### config.mk
export PLATFORM = sky130hd
export DESIGN_NAME = delay_path_prober_flat
export DESIGN_NICKNAME = d
export VERILOG_FILES = /design/src/rtl/delay_path_prober_if.sv /design/src/rtl/delay_path_prober.sv /design/src/flat_wrapper.sv
export SDC_FILE = /design/constraint.sdc
export NUM_CORES = 1
export LEC_CHECK = 0
export CAP_MARGIN = 0
export CORE_AREA = 2 2 89 91
export CTS_BUF_LIST = sky130_fd_sc_hd__clkbuf_16
export CTS_CLUSTER_DIAMETER = 60
export DETAILED_ROUTE_END_ITERATION = 8
export DIE_AREA = 0 0 91 93
export PLACE_DENSITY = 0.75
export SETUP_SLACK_MARGIN = 0.2
export SKIP_LAST_GASP = 1
export SLEW_MARGIN = 20
export SYNTH_ARGS = -nofsm -noshare
export SYNTH_HDL_FRONTEND = slang
export SYNTH_SLANG_ARGS = --single-unit
export TNS_END_PERCENT = 30
### constraint.sdc
create_clock -name clk -period 2.11 [get_ports clk]
set_input_delay 0.3165 -clock clk [delete_from_list [all_inputs] [get_ports clk]]
set_output_delay 0.3165 -clock clk [all_outputs]
set_load 0.03 [all_outputs]
### src/rtl/delay_path_prober_if.sv
// Bundle of the burst-control and result signals of delay_path_prober.
//
// Handshake: the result transfers on the rising clock edge where
// result_valid && result_ready are both high. Once raised, result_valid
// stays high and error_count/sample_count stay stable until that transfer;
// result_ready may be driven freely and has no effect while result_valid is low.
interface delay_path_prober_if #(
  parameter int CNT_W    = 16,
  parameter int SETTLE_W = 4
);
  logic                start;
  logic [CNT_W-1:0]    num_samples;
  logic [SETTLE_W-1:0] settle_cycles;
  logic                busy;
  logic                result_valid;
  logic                result_ready;
  logic [CNT_W-1:0]    error_count;
  logic [CNT_W-1:0]    sample_count;

  // Readout / control side.
  modport master (
    output start, num_samples, settle_cycles, result_ready,
    input  busy, result_valid, error_count, sample_count
  );

  // The prober itself.
  modport slave (
    input  start, num_samples, settle_cycles, result_ready,
    output busy, result_valid, error_count, sample_count
  );
endinterface

### src/rtl/delay_path_prober.sv
// Launch-and-capture controller for delay-sensor chains. Each launch toggles
// the chain input, waits settle_cycles+1 cycles, then compares the registered
// chain output with the expected level. A burst of N launches yields a
// saturating mismatch count returned over a valid/ready handshake.
module delay_path_prober #(
  parameter int CNT_W     = 16,
  parameter int SETTLE_W  = 4,
  parameter int INVERTING = 0
) (
  input  logic                clk,
  input  logic                rst,
  delay_path_prober_if.slave  bus,
  output logic                launch,
  input  logic                capture,
  output logic [2:0]          dbg_state
);

  typedef enum logic [2:0] {
    S_IDLE   = 3'd0,
    S_LAUNCH = 3'd1,
    S_SETTLE = 3'd2,
    S_SAMPLE = 3'd3,
    S_DONE   = 3'd4
  } state_t;

  localparam logic INV = (INVERTING != 0);
  localparam logic [CNT_W-1:0] ONE = {{(CNT_W-1){1'b0}}, 1'b1};

  state_t              r_state;
  state_t              w_state_nxt;
  logic                r_launch;
  logic                r_capture_q;
  logic                r_busy;
  logic                r_valid;
  logic [CNT_W-1:0]    r_err;
  logic [CNT_W-1:0]    r_samp;
  logic [CNT_W-1:0]    r_n;
  logic [SETTLE_W-1:0] r_settle;
  logic [SETTLE_W-1:0] r_cnt;

  logic                w_accept;
  logic                w_mismatch;
  logic [CNT_W-1:0]    w_samp_inc;

  assign w_accept   = (r_state == S_IDLE) && bus.start && (bus.num_samples != '0);
  assign w_mismatch = r_capture_q != (r_launch ^ INV);
  assign w_samp_inc = r_samp + ONE;

  // Next-state decode for the burst sequencer.
  always_comb begin
    w_state_nxt = r_state;
    case (r_state)
      S_IDLE:   if (w_accept) w_state_nxt = S_LAUNCH;
      S_LAUNCH: w_state_nxt = S_SETTLE;
      S_SETTLE: if (r_cnt == '0) w_state_nxt = S_SAMPLE;
      S_SAMPLE: w_state_nxt = (w_samp_inc == r_n) ? S_DONE : S_LAUNCH;
      S_DONE:   if (r_valid && bus.result_ready) w_state_nxt = S_IDLE;
      default:  w_state_nxt = S_IDLE;
    endcase
  end

  // State register plus busy/valid flags registered from the next state.
  always_ff @(posedge clk or posedge rst) begin
    if (rst) begin
      r_state <= S_IDLE;
      r_busy  <= 1'b0;
      r_valid <= 1'b0;
    end else begin
      r_state <= w_state_nxt;
      r_busy  <= (w_state_nxt != S_IDLE);
      r_valid <= (w_state_nxt == S_DONE);
    end
  end

  // Datapath: capture sampling, launch toggle, settle countdown and counters.
  // capture_q has no synchronizer on purpose: the sampling window is the
  // measurement, so metastability resolves as a (counted) mismatch.
  always_ff @(posedge clk or posedge rst) begin
    if (rst) begin
      r_capture_q <= 1'b0;
      r_launch    <= 1'b0;
      r_err       <= '0;
      r_samp      <= '0;
      r_n         <= '0;
      r_settle    <= '0;
      r_cnt       <= '0;
    end else begin
      r_capture_q <= capture;
      case (r_state)
        S_IDLE: begin
          if (w_accept) begin
            r_n      <= bus.num_samples;
            r_settle <= bus.settle_cycles;
            r_err    <= '0;
            r_samp   <= '0;
          end
        end
        S_LAUNCH: begin
          // Never restored between bursts, so edge polarity keeps alternating.
          r_launch <= ~r_launch;
          r_cnt    <= r_settle;
        end
        S_SETTLE: begin
          if (r_cnt != '0) r_cnt <= r_cnt - 1'b1;
        end
        S_SAMPLE: begin
          if (w_mismatch && (r_err != '1)) r_err <= r_err + ONE;
          r_samp <= w_samp_inc;
        end
        default: ;
      endcase
    end
  end

  assign launch           = r_launch;
  assign bus.busy         = r_busy;
  assign bus.result_valid = r_valid;
  assign bus.error_count  = r_err;
  assign bus.sample_count = r_samp;
  assign dbg_state        = r_state;

endmodule
### src/flat_wrapper.sv
// flat-port wrapper written by rule: the top's interface ports become plain ports
module delay_path_prober_flat 
#(
  parameter int CNT_W     = 16,
  parameter int SETTLE_W  = 4,
  parameter int INVERTING = 0
)
  (clk, rst, launch, capture, dbg_state, bus_start, bus_num_samples, bus_settle_cycles, bus_result_ready, bus_busy, bus_result_valid, bus_error_count, bus_sample_count);
  delay_path_prober_if #(.CNT_W(CNT_W), .SETTLE_W(SETTLE_W)) bus_i ();
  input  logic clk;
  input  logic rst;
  output logic launch;
  input  logic capture;
  output logic [2:0] dbg_state;
  input wire logic [$bits(bus_i.start)-1:0] bus_start;
  input wire logic [$bits(bus_i.num_samples)-1:0] bus_num_samples;
  input wire logic [$bits(bus_i.settle_cycles)-1:0] bus_settle_cycles;
  input wire logic [$bits(bus_i.result_ready)-1:0] bus_result_ready;
  output wire logic [$bits(bus_i.busy)-1:0] bus_busy;
  output wire logic [$bits(bus_i.result_valid)-1:0] bus_result_valid;
  output wire logic [$bits(bus_i.error_count)-1:0] bus_error_count;
  output wire logic [$bits(bus_i.sample_count)-1:0] bus_sample_count;
  assign bus_i.start = bus_start;
  assign bus_i.num_samples = bus_num_samples;
  assign bus_i.settle_cycles = bus_settle_cycles;
  assign bus_i.result_ready = bus_result_ready;
  assign bus_busy = bus_i.busy;
  assign bus_result_valid = bus_i.result_valid;
  assign bus_error_count = bus_i.error_count;
  assign bus_sample_count = bus_i.sample_count;
  delay_path_prober #(.CNT_W(CNT_W), .SETTLE_W(SETTLE_W), .INVERTING(INVERTING)) u_core (.clk(clk), .rst(rst), .bus(bus_i), .launch(launch), .capture(capture), .dbg_state(dbg_state));
endmodule
# Word-level counts from Yosys, hierarchy flattened
# Cells that the tools add are included.
# Widths: inputs -> output; s select.
[word_totals]
regBits = 63
input_bits = 25
out_inout_bits = 38
word_cells = 51
[classes]
n_addsub = 3
eq_ne = 11
n_mux = 11
bitwise = 1
reduce_logical = 15
[ops]
columns = ["operator", "n"]
rows = [
  ["$pmux 16 s2", 2],
  ["$add 16x1->16 const B", 2],
  ["$mux 16", 2],
  ["$eq 16x16->1", 1],
  ["$ne 16x16->1 const B", 1],
  ["$reduce_bool 16->1", 1],
  ["$pmux 3 s5", 1],
  ["$mux 3", 4],
  ["$pmux 4 s2", 1],
  ["$eq 3x2->1 const B", 2],
  ["$eq 3x3->1 const B", 2],
  ["$ne 2x1->1 const B", 3],
  ["$reduce_and 2->1", 3],
  ["$logic_and 1x1->1", 4],
  ["$logic_not 4->1", 1],
  ["$mux 4", 1],
  ["$reduce_bool 2->1", 2],
  ["$reduce_bool 4->1", 1],
  ["$sub 4x1->4 const B", 1],
  ["$eq 3x1->1 const B", 1],
  ["$logic_not 3->1", 1],
  ["$reduce_and 3->1", 1],
  ["$reduce_bool 3->1", 1],
  ["$ne 1x1->1", 1],
  ["$not 1->1", 1],
]

# Depth between registers and ports, before layout
[logic_depth]
ltp_word = 6
mapped_depth = 9
ltp_nobuf = 8

# Worst setup path after synthesis
# OpenSTA, ideal clock, no wires.
[synth_path]
kind = "flip-flop to flip-flop"
startpoint = "register u_core.r_samp[0], in the netlist u_core.bus.sample_count[0]"
endpoint = "register u_core.r_state[0], in the netlist u_core.dbg_state[0]"
setup_time_ns = 0.132
arrival_ns = 2.444
required_ns = 1.978
path_slack_ns = -0.466
stages_incl_launch_ff = 10
synth_period_minus_slack_ns = 2.576
path_cell_list = "dfrtp_1 > ha_1 > buf_2 > and4_1 > nand4_1 > xor2_1 > xnor2_1 > or4_4 > a2111oi_4 > o21ai_1"
[synth_via]
elab_chain_len = 4
[synth_rtl]
columns = ["item", "line", "source"]
rows = [
  ["from (decl)", "delay_path_prober.sv:36", "logic [CNT_W-1:0] r_samp;"],
  ["from (signal assigned)", "delay_path_prober.sv:108", "r_samp <= w_samp_inc;"],
  ["$add 16x1->16", "delay_path_prober.sv:47", "assign w_samp_inc = r_samp + ONE;"],
  ["$eq 16x16->1", "delay_path_prober.sv:56", "S_SAMPLE: w_state_nxt = (w_samp_inc == r_n) ? S_DONE : S_LAUNCH;"],
  ["$mux 3", "delay_path_prober.sv:56", ""],
  ["$pmux 3 s5", "delay_path_prober.sv:52", "case (r_state)"],
  ["named net u_core.w_state_nxt[0]", "delay_path_prober.sv:30", "state_t w_state_nxt;"],
  ["to (signal assigned)", "delay_path_prober.sv:69", "r_state <= w_state_nxt;"],
  ["to (decl)", "delay_path_prober.sv:29", "state_t r_state;"],
]
# The timed path passes the listed nets, and every way through them passes these cells.
# A chain may end at the register's enable or synchronous reset.

# Final worst setup path
[layout_path]
startpoint = "register u_core.r_samp[0], in the netlist u_core.bus.sample_count[0]"
endpoint = "register u_core.r_state[2], in the netlist u_core.dbg_state[2]"
# The elaborated chain is that of the path after synthesis.

==> results by group <==
Outcome
  • Status: finished with violations
  • Failing checks: negative setup slack

Setup path
  • Worst endpoint data arrival time: 2470 ps
  • Setup crit end kind: flip-flop
  • Req. time, crit path: 2380 ps
  • WP buf/inv: 0
  • Worst path cell trace: ha_4 -> and4_4 -> nand4_1 -> xor2_1 -> xnor2_1 -> or4_4 -> a2111oi_4 -> a21bo_1
  • Max FO, Critical Path: 5
  • Crit-path slowest cell: or4_4
  • Worst path max stage delay: 430 ps
  • Cell family with most CP delay: simple AND/OR/NAND/NOR gates
  • CP Launch Type: flip-flop
  • Worst Path Class, Setup: reg -> reg

Synth
  • Primary FF master, synth: dfrtp_1
  • Number of synthesized flops with an enable pin: 0
  • Synth area leader: dfrtp_1
  • Synth warnings: 0
  • Synth cell types: 53
  • Mapped Area: between 3000 and 4000 µm²
  • Sequential share of the synthesized area: 44.97%
  • Top post-synthesis cells by count: nand2_1, dfrtp_1, nor2_1, o21ai_0, xnor2_1
  • Top cells by area, synth: dfrtp_1, nand2_1, xnor2_1
  • Count leader, synth: nand2_1
  • Post-synthesis instance total: 396
  • Asr flop ratio synth: 100.0%
  • Syn Area/Cell: 8.853 µm²
  • Syn_nets: 424
  • Synthesized flop and latch total: 63
  • Post-synth top area share: between 40 and 50%

Floorplanning
  • Die area: 8463 µm²
  • Die Y-Extent: 93 µm
  • Initial core utilization: 46.58%
  • Core area: 7527 µm²
  • IO Count: 63
  • Die width: roughly 91 µm
  • # rows: 32

Flow run
  • Max cap viols: 0

Layout
  • # diodes: 0
  • Flip-flop and latch area: 1589 µm²
  • Final instance area: just over 5000 µm²
  • Nets: 540
  • Area delta synth->final: 48.29%
  • Final std cells w/o fill: 619
  • Core Util, Final: 69.07%
  • Layout fillers: 610
  • Multi-input gate area: 1997 µm²
  • Ratio of cells with drive above 1 in the final layout: 25.15%

Min path
  • Worst min path class: in -> async

Placed design
  • Buffers added on ports: 62
  • Inst Count DP: 597
  • Cell Area, Placed: 4591 µm²
  • Dpl ws: -118.7 ps
  • Routability Congestion: 0.9221
  • Post-DP HPWL: 6938 µm

Routing
  • Final wirelength: 10220 µm
  • First-pass DRT Iterations: 4
  • Via count: 3414
  • Vias per cell: 5.515
  • Initial DRC count: 194
  • # DRC: 0
  • Post-detailed-route count of antenna-violating nets: 0
  • DR WL/cell: approximately 17 µm

Pwr
  • LEAKAGE: 2.310 nW
  • Cell area power density: about 1100 nW/µm²
  • Total power: 5.639 mW
  • Max VDD drop: between 0.6 and 0.7 mV

Clock network
  • # hold bufs at CTS: 0
  • H-tree Lvls: 3
  • Clk root buf: clkbuf_16
  • Clock sink count: between 60 and 70
  • CTS Buf Count: 9
  • TritonCTS clock tree: yes
  • Clock Path Buffers: 2
  • Clock Pin Slew Worst Setup and Hold Paths: 50 ps
  • Clock Latency Late Sink: 330 ps

STA
  • RSZ-0062 raised after global routing: yes
  • Final setup vio count: 3
  • PnR worst setup slack: -88.30 ps
  • Fin. Hold Viols: 0
  • Final max-slew violation count: 0
  • Worst slew pin tran: 468.9 ps
  • Final Cycle Share: 104.2%
  • Final worst path period need: 2198 ps
  • Setup TNS: -241.0 ps
  • Final hold slack: between 300 and 400 ps
  • Headroom to the max-slew limit: ~69%
  • FMAX: 0.4549 GHz
  • Fin Clk Skew: 6.848 ps

GRT
  • Total Routing Usage GR: 24.74%
  • Vias in the first global route: 3473
  • Largest net degree at the start of global routing: 64
  • Initial antenna violation count: 0
  • First-pass GRT wire length: 16490 µm
  • GRT Residual Overflow: 0
==> registers in the layout, indices dropped and copies added, names as in the netlist <==
register and flops:
u_core.dbg_state 3, u_core.r_n 16, u_core.bus.sample_count 16, u_core.r_cnt 4, u_core.bus.busy 1, u_core.r_capture_q 1
u_core.launch 1, u_core.r_settle 4, u_core.bus.result_valid 1, u_core.bus.error_count 16
==> worst register-to-register path, cell delays in order (launching register included) <==
cell	delay (ps)
dfrtp_2	400
ha_4	170
and4_4	240
nand4_1	130
xor2_1	250
xnor2_1	90
or4_4	430
a2111oi_4	260
a21bo_1	170
==> cell type report <==
type	instances	share of cell area, %
inverter	7	0.5054
multi-input combinational	307	38.41
tap	102	2.455
timing repair buffer	124	21.40
sequential	63	30.57
clock buffer	9	4.332
clock inverter	7	2.335
==> power by group <==
part	total, mW	internal [mW]	switching [mW]
clock	1.72	1.16	0.559
sequential	1.81	1.50	0.303
combinational	2.12	0.920	1.20
total	5.64	3.58	2.06
==> metal layers <==
metal | GRT usage [%] | share of wire (%) | vias to the layer above
li1 | - | - | 1614
met1 | 30.20 | 41 | 1674
met2 | 42.04 | 52 | 104
met3 | 4.754 | 4.4 | 22
met4 | 12.37 | 2.7 | 0
met5 | 0 | 0 | -
==> logic make-up (layout without fill, tap and decap cells) <==
logic type,after synthesis,count (layout),share of synthesized area [%]
buffers and inverters,26,147,4.033
XOR/XNOR,35,35,8.744
adder cells (fa/ha/maj),3,3,1.071
AO/OA/AOI/OAI,74,74,13.46
AND/OR/NAND/NOR,195,195,27.73
flip-flops,63,63,44.97
==> final timing paths <==
check	slack, ps	startpoint	cells after the start	to
max	-90	u_core.bus.sample_count[0]	8	u_core.dbg_state[2]
min	370	rst	3	u_core.r_capture_q
max reg2reg	-90	u_core.bus.sample_count[0]	8	u_core.dbg_state[2]
min reg2reg	480	u_core.r_settle[1]	2	u_core.r_settle[1]
max in group asynchronous	1450	rst	3	u_core.bus.sample_count[3]
min in group clk	420	capture	1	u_core.r_capture_q
==> cell usage in the layout, fill, tap and decap left out, types with 4 or more instances in the layout <==
master	netlist	layout
a21oi_1	14	10
a22o_1	5	5
and3_1	4	4
buf_4	1	57
buf_6	2	4
clkbuf_16	0	9
clkdlybuf4s50_1	0	61
dfrtp_1	63	53
dfrtp_2	0	10
inv_1	7	6
nand2_1	88	84
nand3_1	14	14
nand4_1	9	9
nor2_1	36	35
nor4_2	0	4
o21ai_0	31	29
o31ai_1	5	5
xnor2_1	20	18
xor2_1	15	15
==> what timing repair did <==
item / 4_1_cts / 5_1_grt
pin swaps: 1 / 11
setup buffers: 2 / 4
gates resized for setup: 20 / 31
cloned: 0 / 0
setup endpoints to repair: 17 / 49
Power figures use the tool's default switching activity.
